### src/rtl/jtdd_gfx_pkg.sv
// Shared definitions for the Double Dragon graphics ROM arbiter:
// client identifiers, FSM encoding and the SDRAM word-address width.
package jtdd_gfx_pkg;

  localparam int SDRAM_AW = 22;

  localparam logic [1:0] CLI_CHAR = 2'd0;
  localparam logic [1:0] CLI_SCR  = 2'd1;
  localparam logic [1:0] CLI_OBJ  = 2'd2;

  typedef enum logic [1:0] {
    ST_IDLE      = 2'd0,
    ST_WAIT_ACK  = 2'd1,
    ST_WAIT_DATA = 2'd2
  } state_e;

  // Picks the odd or even byte out of a 16-bit ROM word.
  function automatic logic [7:0] byte_sel(input logic [15:0] word, input logic hi);
    byte_sel = hi ? word[15:8] : word[7:0];
  endfunction

endpackage

### src/rtl/jtdd_gfx_slot.sv
// One-entry tag/data cache for a single ROM client; hit is combinational
// against the current client address, refill comes from the arbiter.
module jtdd_gfx_slot
  import jtdd_gfx_pkg::*;
#(
  parameter int AW = 16,
  parameter int DW = 16
) (
  input  logic          clk,
  input  logic          rst_n,
  input  logic [AW-1:0] addr_i,
  input  logic          wr_i,
  input  logic [AW-1:0] wr_tag_i,
  input  logic [DW-1:0] wr_data_i,
  output logic          hit_o,
  output logic [DW-1:0] data_o
);

  logic          valid_q, valid_d;
  logic [AW-1:0] tag_q, tag_d;
  logic [DW-1:0] data_q, data_d;

  // Refill next-state: tag is the address latched at grant time, not the live one.
  always_comb begin
    valid_d = valid_q;
    tag_d   = tag_q;
    data_d  = data_q;
    if (wr_i) begin
      valid_d = 1'b1;
      tag_d   = wr_tag_i;
      data_d  = wr_data_i;
    end else begin
      valid_d = valid_q;
    end
  end

  // Slot storage.
  always_ff @(posedge clk or negedge rst_n) begin
    if (!rst_n) begin
      valid_q <= 1'b0;
      tag_q   <= '0;
      data_q  <= '0;
    end else begin
      valid_q <= valid_d;
      tag_q   <= tag_d;
      data_q  <= data_d;
    end
  end

  assign hit_o  = valid_q && (tag_q == addr_i);
  assign data_o = data_q;

endmodule

### src/rtl/jtdd_gfx_arb.sv
// Shares one SDRAM read port between the char, scroll and object fetchers.
// Priority char > scroll > obj, with obj forced through after STARVE_MAX losses.
module jtdd_gfx_arb
  import jtdd_gfx_pkg::*;
#(
  parameter logic [21:0] CHAR_OFFSET = 22'h00000,
  parameter logic [21:0] SCR_OFFSET  = 22'h08000,
  parameter logic [21:0] OBJ_OFFSET  = 22'h28000,
  parameter int          STARVE_MAX  = 4
) (
  input  logic        clk,
  input  logic        rst_n,
  input  logic [15:0] char_addr_i,
  output logic [7:0]  char_data_o,
  output logic        char_ok_o,
  input  logic [16:0] scr_addr_i,
  output logic [15:0] scr_data_o,
  output logic        scr_ok_o,
  input  logic        obj_cs_i,
  input  logic [17:0] obj_addr_i,
  output logic [31:0] obj_data_o,
  output logic        obj_ok_o,
  output logic [21:0] sdram_addr_o,
  output logic        sdram_req_o,
  input  logic        sdram_ack_i,
  input  logic        sdram_dst_i,
  input  logic [31:0] sdram_data_i
);

  localparam logic [7:0] STARVE_LIM = 8'(STARVE_MAX);

  state_e              state_q;
  logic                req_q;
  logic [SDRAM_AW-1:0] addr_q;
  logic [1:0]          id_q;
  logic [17:0]         lat_q;
  logic [7:0]          starve_q, starve_d;

  logic [21:0] char_map, scr_map, obj_map;
  logic        char_hit, scr_hit, obj_hit, busy, dst_wr;
  logic        char_miss, scr_miss, obj_miss;
  logic [15:0] char_word;
  logic        gnt_valid;
  logic [1:0]  gnt_id;
  logic [21:0] gnt_addr;
  logic [17:0] gnt_tag;

  assign char_map = CHAR_OFFSET + {7'd0, char_addr_i[15:1]};
  assign scr_map  = SCR_OFFSET + {5'd0, scr_addr_i};
  assign obj_map  = OBJ_OFFSET + {3'd0, obj_addr_i, 1'b0};

  assign busy      = (state_q != ST_IDLE);
  assign char_miss = !char_hit && !(busy && id_q == CLI_CHAR);
  assign scr_miss  = !scr_hit && !(busy && id_q == CLI_SCR);
  assign obj_miss  = obj_cs_i && !obj_hit && !(busy && id_q == CLI_OBJ);

  // Data lands either in WAIT_DATA or together with the ack; anything else is stale.
  assign dst_wr = sdram_dst_i &&
                  ((state_q == ST_WAIT_DATA) || (state_q == ST_WAIT_ACK && sdram_ack_i));

  // Grant selection: starvation override first, then fixed priority.
  always_comb begin
    gnt_valid = 1'b0;
    gnt_id    = CLI_CHAR;
    gnt_addr  = char_map;
    gnt_tag   = {2'd0, char_addr_i};
    if (obj_miss && starve_q >= STARVE_LIM) begin
      gnt_valid = 1'b1;
      gnt_id    = CLI_OBJ;
      gnt_addr  = obj_map;
      gnt_tag   = obj_addr_i;
    end else if (char_miss) begin
      gnt_valid = 1'b1;
    end else if (scr_miss) begin
      gnt_valid = 1'b1;
      gnt_id    = CLI_SCR;
      gnt_addr  = scr_map;
      gnt_tag   = {1'b0, scr_addr_i};
    end else if (obj_miss) begin
      gnt_valid = 1'b1;
      gnt_id    = CLI_OBJ;
      gnt_addr  = obj_map;
      gnt_tag   = obj_addr_i;
    end else begin
      gnt_valid = 1'b0;
    end
  end

  // Starvation count: grants lost by a waiting obj request.
  always_comb begin
    starve_d = starve_q;
    if (!obj_miss) begin
      starve_d = 8'd0;
    end else if (state_q == ST_IDLE && gnt_valid) begin
      starve_d = (gnt_id == CLI_OBJ) ? 8'd0 : starve_q + 8'd1;
    end else begin
      starve_d = starve_q;
    end
  end

  // Starvation counter register.
  always_ff @(posedge clk or negedge rst_n) begin
    if (!rst_n) starve_q <= 8'd0;
    else        starve_q <= starve_d;
  end

  // SDRAM request FSM with registered request/address.
  always_ff @(posedge clk or negedge rst_n) begin
    if (!rst_n) begin
      state_q <= ST_IDLE;
      req_q   <= 1'b0;
      addr_q  <= 22'd0;
      id_q    <= CLI_CHAR;
      lat_q   <= 18'd0;
    end else begin
      case (state_q)
        ST_IDLE: begin
          if (gnt_valid) begin
            req_q   <= 1'b1;
            addr_q  <= gnt_addr;
            id_q    <= gnt_id;
            lat_q   <= gnt_tag;
            state_q <= ST_WAIT_ACK;
          end
        end
        ST_WAIT_ACK: begin
          if (sdram_ack_i) begin
            req_q   <= 1'b0;
            state_q <= sdram_dst_i ? ST_IDLE : ST_WAIT_DATA;
          end
        end
        ST_WAIT_DATA: begin
          if (sdram_dst_i) state_q <= ST_IDLE;
        end
        default: begin
          req_q   <= 1'b0;
          state_q <= ST_IDLE;
        end
      endcase
    end
  end

  assign sdram_req_o  = req_q;
  assign sdram_addr_o = addr_q;

  jtdd_gfx_slot #(.AW(16), .DW(16)) u_char_slot (
    .clk       (clk),
    .rst_n     (rst_n),
    .addr_i    (char_addr_i),
    .wr_i      (dst_wr && id_q == CLI_CHAR),
    .wr_tag_i  (lat_q[15:0]),
    .wr_data_i (sdram_data_i[15:0]),
    .hit_o     (char_hit),
    .data_o    (char_word)
  );

  jtdd_gfx_slot #(.AW(17), .DW(16)) u_scr_slot (
    .clk       (clk),
    .rst_n     (rst_n),
    .addr_i    (scr_addr_i),
    .wr_i      (dst_wr && id_q == CLI_SCR),
    .wr_tag_i  (lat_q[16:0]),
    .wr_data_i (sdram_data_i[15:0]),
    .hit_o     (scr_hit),
    .data_o    (scr_data_o)
  );

  jtdd_gfx_slot #(.AW(18), .DW(32)) u_obj_slot (
    .clk       (clk),
    .rst_n     (rst_n),
    .addr_i    (obj_addr_i),
    .wr_i      (dst_wr && id_q == CLI_OBJ),
    .wr_tag_i  (lat_q),
    .wr_data_i (sdram_data_i),
    .hit_o     (obj_hit),
    .data_o    (obj_data_o)
  );

  assign char_data_o = byte_sel(char_word, char_addr_i[0]);
  assign char_ok_o   = char_hit;
  assign scr_ok_o    = scr_hit;
  assign obj_ok_o    = obj_cs_i && obj_hit;

endmodule

### config.mk
export PLATFORM = sky130hd
export DESIGN_NAME = jtdd_gfx_arb
export DESIGN_NICKNAME = d
export VERILOG_FILES = /design/src/rtl/jtdd_gfx_pkg.sv /design/src/rtl/jtdd_gfx_slot.sv /design/src/rtl/jtdd_gfx_arb.sv
export SDC_FILE = /design/constraint.sdc
export NUM_CORES = 1
export LEC_CHECK = 0
export BUFFER_PORTS_ARGS = -buffer_cell sky130_fd_sc_hd__buf_4
export CAP_MARGIN = 10
export CORE_MARGIN = 3
export CORE_UTILIZATION = 55
export CTS_CLUSTER_SIZE = 28
export DETAILED_ROUTE_END_ITERATION = 8
export HOLD_SLACK_MARGIN = 0.15
export PLACE_DENSITY = 0.8
export SLEW_MARGIN = 20
export SYNTH_ARGS = -nofsm -noshare
export SYNTH_HDL_FRONTEND = slang
export SYNTH_SLANG_ARGS = --single-unit
### constraint.sdc
create_clock -name clk -period 3.05 [get_ports clk]
set_input_delay 0.4575 -clock clk [delete_from_list [all_inputs] [get_ports clk]]
set_output_delay 0.4575 -clock clk [all_outputs]
set_load 0.01 [all_outputs]
==> impl_metrics.env, run 1 <==
export IMPL_crit_path_end_kind="output port"
export IMPL_cp_data_arrival_time_ps=2290
export IMPL_numPortBuffers=167
export IMPL_drive_gt1_share_pct=42.7
export IMPL_cts_resized=0
export IMPL_wire_per_inst_um=22.4
export IMPL_ys_ff_latch=169
export IMPL_maxCapViolCount=0
export IMPL_synth_flop_cell="dfrtp_1"
export IMPL_core_area_um2=14100
export IMPL_setup_ws_ps=301
export IMPL_synth_edff_count=0
export IMPL_grt_pass1_wl_um=35900
export IMPL_path_buf_inv=1
export IMPL_first_global_vias=6701
export IMPL_final_cell_mix="buf_4, dfrtp_1, mux2_2"
export IMPL_worstMarginPinSlew_ps=984
export IMPL_grt_max_degree=82
export IMPL_cts_root_buf="clkbuf_16"
export IMPL_cts_tree="done"
export IMPL_die_area_um2=16100
export IMPL_drt_iter0_markers=650
export IMPL_syn_inst=659
export IMPL_area_delta_synth_final_pct=27.3
export IMPL_peakVddDrop_v=0.000640
export IMPL_final_nets=930
export IMPL_criticalPathCategory="reg -> out"
export IMPL_p_leak_uw=0.00475
export IMPL_clock_sinks=169
export IMPL_cts_htree_levels=4
export IMPL_clockBufferDepth=2
export IMPL_hold_path_class="in -> reg"
export IMPL_num_vias=6358
export IMPL_outcome="finished, final reports clean"
export IMPL_cp_slowest_stage_delay_ps=530
export IMPL_routed_wl_um=23100
export IMPL_yosysWarnings=0
export IMPL_grtUsageTotal_pct=28.8
export IMPL_start_util_pct=56.9
export IMPL_die_x_um=127
export IMPL_postRouteAntennaNets=0
export IMPL_min_period_ps=2750
export IMPL_post_cts_setup_buffer_count=0
export IMPL_fill_cells=971
export IMPL_place_congestion=0.935
export IMPL_synthDistinctLibCells=55
export IMPL_whs_ps=182
export IMPL_hold_viol=0
export IMPL_rows=43
export IMPL_drc_errors=0
export IMPL_seqCellArea_um2=4230
export IMPL_clock_skew_final_ps=13.1
export IMPL_slew_headroom_pct=34.4
export IMPL_crit_path_start_kind="flip-flop"
export IMPL_hpwl_um=16600
export IMPL_finalSetupViolCount=0
export IMPL_chipHeight_um=127
export IMPL_clock_fmax_mhz=364
export IMPL_worstPathCellList="xnor2_1, nand2_1, or2_2, nor4_1, buf_4"
export IMPL_final_common_cell="buf_4"
export IMPL_dp_slack_ps=184
export IMPL_async_flop_share_pct=100
export IMPL_clk_pin_slew_ps=70
export IMPL_period_share_pct=90.1
export IMPL_syn_area_per_cell_um2=12.2
export IMPL_cts_buffers=17
export IMPL_power_density_nw_per_um2=1030
export IMPL_multi_input_area_um2=3630
export IMPL_vias_per_cell=6.17
export IMPL_clock_latency_ps=430
export IMPL_setup_tns_final_ps=0
export IMPL_antenna_found_initial=0
export IMPL_dr_pass1_iters=6
export IMPL_diodes=0
export IMPL_crit_family="simple AND/OR/NAND/NOR gates"
export IMPL_hold_buffers=1
export IMPL_cp_max_fo=2
export IMPL_ys_seq_area_share_pct=52.7
export IMPL_ios=170
export IMPL_cpMaxStageDelayCell="nor4_1"
export IMPL_synth_area_um2=8020
export IMPL_rsz0062_at_grt="no"
export IMPL_drv_slew=0
export IMPL_grt_ovfl_total=0
export IMPL_required_ps=2590
sequential cells by signal, summed over array words and instances (netlist names):
| name | flops |
|---|---|
| u_obj_slot.tag_q | 18 |
| u_char_slot.valid_q | 1 |
| lat_q | 18 |
| u_scr_slot.valid_q | 1 |
| starve_q | 8 |
| sdram_req_o | 1 |
| sdram_addr_o | 20 |
| u_scr_slot.tag_q | 17 |
| id_q | 2 |
| u_char_slot.data_o | 16 |
| u_obj_slot.data_o | 32 |
| u_char_slot.tag_q | 16 |
| u_scr_slot.data_o | 16 |
| u_obj_slot.valid_q | 1 |
| state_q | 2 |
power breakdown:
part           internal [µW]  total [µW]  leakage [µW]  switching (µW)
combinational           2250        4470       0.00238            2220
clock                   1170        2110      0.000275             945
sequential              3220        3920       0.00209             703
total                   6630       10500       0.00475            3870
layout make-up:
class                           count  area share [%]
Inverter                            3           0.110
Clock buffer                       19            4.34
Timing Repair Buffer              196            15.1
Tap cell                          180            2.20
Multi-Input combinational cell    451            35.6
Clock inverter                     13            1.30
Sequential cell                   169            41.4
stage by stage:
step           cells  total power [µW]  cell area (µm²)  util (%)
2_1_floorplan    660              6440             8030         -
3_3_place_gp     998              8110             9630      68.3
3_5_place_dp     998              8320             9630      68.3
4_1_cts         1031             10500            10200      72.5
5_1_grt         1031             11000            10200      72.5
6_report        1031             10500            10200      72.5
per-layer routing:
metal / track usage [%] / up-vias / share of wire, %
met5: 0 / - / 0
met4: 10.3 / 0 / 3.2
met3: 7.96 / 67 / 9.8
met2: 47.9 / 391 / 49
met1: 36.3 / 3131 / 38
li1: - / 2769 / -
path summary, 6_finish.rpt:
| kind | startpoint | to | slack (ps) | depth (start not counted) |
|---|---|---|---|---|
| max | u_char_slot.tag_q[10] | char_ok_o | 300 | 5 |
| min | sdram_dst_i | state_q[1] | 180 | 2 |
| max reg2reg | u_obj_slot.tag_q[16] | sdram_addr_o[17] | 370 | 9 |
| min reg2reg | u_char_slot.valid_q | u_char_slot.valid_q | 480 | 1 |
| max in group asynchronous | rst_n | u_obj_slot.tag_q[4] | 1600 | 3 |
| min in group asynchronous | rst_n | u_obj_slot.data_o[30] | 630 | 2 |
synth_stat cells, drive strengths merged, types with 2 or more instances:
cell type  number  area share [%]
a41oi           3            0.33
o221ai         10             1.1
nand3           7            0.44
a221oi          3            0.33
and2           15             1.2
nand4           5            0.39
buf            14             1.1
dfrtp         169              53
a211o           4            0.44
o22a            2            0.22
nor2           40             1.9
a21o           16             1.5
o31ai           3            0.62
a22oi           3            0.28
nor2b           2            0.16
inv             3            0.14
xnor2          25             2.7
a21oi          28             1.9
clkbuf         23             1.1
and3            8            0.62
nand2          36             1.7
ha              4            0.62
a31oi          11            0.86
a211oi         16             1.5
mux2          123              17
nor4            9             1.2
nand2b          6            0.47
xor2           28             3.1
o21ai          10            0.62
or2             2            0.16
a32oi           3            0.33
o32a           14             1.7
cell families (layout without fill, tap and decap cells):
| group | after synthesis | in the layout | synth area share [%] |
|---|---|---|---|
| flip-flops | 169 | 169 | 52.7 |
| AO/OA/AOI/OAI | 134 | 134 | 12.6 |
| multiplexers | 124 | 124 | 17.4 |
| buffers and inverters | 40 | 231 | 2.29 |
| XOR/XNOR | 53 | 53 | 5.79 |
| other | 1 | 2 | 0.0467 |
| AND/OR/NAND/NOR | 134 | 134 | 8.55 |
| adder cells (fa/ha/maj) | 4 | 4 | 0.624 |
Note: power is estimated with default switching activity, not from simulation.
==> inputs of run 2 (changes only) <==
--- a/config.mk
+++ b/config.mk
@@ -6,13 +6,12 @@
 export NUM_CORES = 1
 export LEC_CHECK = 0
 export BUFFER_PORTS_ARGS = -buffer_cell sky130_fd_sc_hd__buf_4
-export CAP_MARGIN = 10
+export CAP_MARGIN = 20
 export CORE_MARGIN = 3
-export CORE_UTILIZATION = 55
+export CORE_UTILIZATION = 40
 export CTS_CLUSTER_SIZE = 28
 export DETAILED_ROUTE_END_ITERATION = 8
 export HOLD_SLACK_MARGIN = 0.15
-export PLACE_DENSITY = 0.8
 export SLEW_MARGIN = 20
 export SYNTH_ARGS = -nofsm -noshare
 export SYNTH_HDL_FRONTEND = slang
==> run 2 against run 1 <==
  * Critical path depth grew 1
  * Sequential cell count is the same
  * First-iteration DRC count shrank 53%
  * Largest power group unchanged
  * Total power grew 0.64%
==> impl_metrics.env, run 2 (same netlist as run 1, synthesis figures left out) <==
export IMPL_outcome="finished, final reports clean"
export IMPL_grt_ovfl_total=0
export IMPL_num_vias=6177
export IMPL_drv_slew=0
export IMPL_chipHeight_um=148
export IMPL_grt_pass1_wl_um=36200
export IMPL_setup_ws_ps=425
export IMPL_rsz0062_at_grt="no"
export IMPL_reg2reg_depth=6
export IMPL_vias_per_cell=5.53
export IMPL_dp_slack_ps=289
export IMPL_drive_gt1_share_pct=42.7
export IMPL_antenna_found_initial=0
export IMPL_final_nets=932
export IMPL_clock_latency_ps=420
export IMPL_first_global_vias=6645
export IMPL_drc_errors=0
export IMPL_place_congestion=0.898
export IMPL_rr_startpoint="state_q[0]"
export IMPL_core_area_um2=19600
export IMPL_cp_data_arrival_time_ps=2930
export IMPL_regToRegSetupSlack_ps=420
export IMPL_routed_wl_um=22900
export IMPL_final_cell_count_no_fill=1117
export IMPL_wire_per_inst_um=20.5
export IMPL_crit_path_start_kind="flip-flop"
export IMPL_area_delta_synth_final_pct=29.1
export IMPL_criticalPathCategory="reg -> reg"
export IMPL_cts_resized=0
export IMPL_diodes=0
export IMPL_clk_pin_slew_ps=70
export IMPL_fill_cells=1732
export IMPL_hpwl_um=16700
export IMPL_peakVddDrop_v=0.000487
export IMPL_required_ps=3360
export IMPL_hold_viol=0
export IMPL_hold_depth=2
export IMPL_place_inst=1085
export IMPL_hold_path_class="in -> reg"
export IMPL_period_share_pct=86.1
export IMPL_finalSetupViolCount=0
export IMPL_slew_headroom_pct=24.7
export IMPL_cts_htree_levels=4
export IMPL_numPortBuffers=167
export IMPL_drt_iter0_markers=305
export IMPL_grtUsageTotal_pct=21.2
export IMPL_grt_max_degree=83
export IMPL_final_util_pct=52.9
export IMPL_clock_skew_final_ps=9.23
export IMPL_min_period_ps=2630
export IMPL_die_area_um2=21800
export IMPL_crit_path_end_kind="flip-flop"
export IMPL_ios=170
export IMPL_clock_sinks=169
export IMPL_worstMarginPinSlew_ps=1130
export IMPL_clock_fmax_mhz=381
export IMPL_die_x_um=148
export IMPL_postRouteAntennaNets=0
export IMPL_final_cell_mix="buf_4, dfrtp_1, mux2_2"
export IMPL_min_from="sdram_dst_i"
export IMPL_final_common_cell="buf_4"
export IMPL_maxCapViolCount=0
export IMPL_setup_tns_final_ps=0
export IMPL_hold_buffers=1
export IMPL_largest_register_ffs=32
export IMPL_power_density_nw_per_um2=1020
export IMPL_r2r_end="sdram_addr_o[3]"
export IMPL_rows=51
export IMPL_cp_startpoint="state_q[0]"
export IMPL_cts_buffers=17
export IMPL_hold_end="state_q[1]"
export IMPL_cp_max_fo=18
export IMPL_clockBufferDepth=2
export IMPL_start_util_pct=41.0
export IMPL_cts_root_buf="clkbuf_16"
export IMPL_p_leak_uw=0.00477
export IMPL_post_cts_setup_buffer_count=0
export IMPL_dr_pass1_iters=4
export IMPL_cts_tree="done"
==> run 2: changes by cell type in the layout (fill, tap and decap cells not counted), sizes merged <==
| cell | before | now |
|---|---|---|
| clkinv | 3 | 1 |
| buf | 195 | 197 |
| bufinv | 1 | 4 |
| clkinvlp | 3 | 4 |
| clkbuf | 19 | 18 |
| inv | 9 | 7 |
==> run 2: report_power, final <==
group / internal, µW / total, µW / leakage, µW / switching, µW
registers: 3220 / 3880 / 0.00209 / 664
logic: 2220 / 4390 / 0.00238 / 2170
clock network: 1380 / 2300 / 0.000291 / 919
total: 6820 / 10600 / 0.00477 / 3750
==> run 2: how the worst max path moves through the flow <==
| stage | end | slack, ps | cells past startpoint |
|---|---|---|---|
| 4_1_cts | char_ok_o | 450 | 5 |
| 6_report | sdram_addr_o[3] | 420 | 6 |
| 3_3_place_gp | lat_q[5] | 320 | 10 |
| 5_1_grt | sdram_addr_o[11] | 320 | 6 |
| 2_1_floorplan | sdram_addr_o[4] | 760 | 9 |
| 3_5_place_dp | sdram_addr_o[4] | 290 | 10 |
==> run 2: layout make-up <==
| class | count | area [µm²] | area share, % |
|---|---|---|---|
| clock inverters | 13 | 193 | 1.86 |
| inverters | 3 | 11.3 | 0.109 |
| well taps | 265 | 332 | 3.20 |
| clock buffers | 18 | 429 | 4.14 |
| flip-flops and latches | 169 | 4230 | 40.8 |
| multi-input cells | 451 | 3630 | 35.1 |
| repair buffers | 198 | 1530 | 14.8 |
==> run 2: critical path, stage by stage, from the launching register on <==
cell	delay (ps)
dfrtp_1	450
or2_2	440
nand2_1	220
o31a_1	320
a21o_1	580
a211oi_1	120
o32a_1	370
==> run 2: per-layer routing <==
metal | wire length, µm | vias to the layer above | track usage [%]
met1 | 9680 | 3133 | 26.7
met2 | 11100 | 239 | 35.0
met5 | 0 | - | 0
met4 | 557 | 0 | 7.27
li1 | - | 2761 | -
met3 | 1600 | 44 | 6.22
==> run 2: metrics by stage <==
stage / hold slack (ps) / area (µm²) / total power, µW
after CTS: 173 / 10400 / 10600
after global placement: 454 / 9730 / 8170
after global routing: 168 / 10400 / 11200
final: 189 / 10400 / 10600
after detailed placement: 464 / 9730 / 8300
after floorplan: 162 / 8030 / 6440
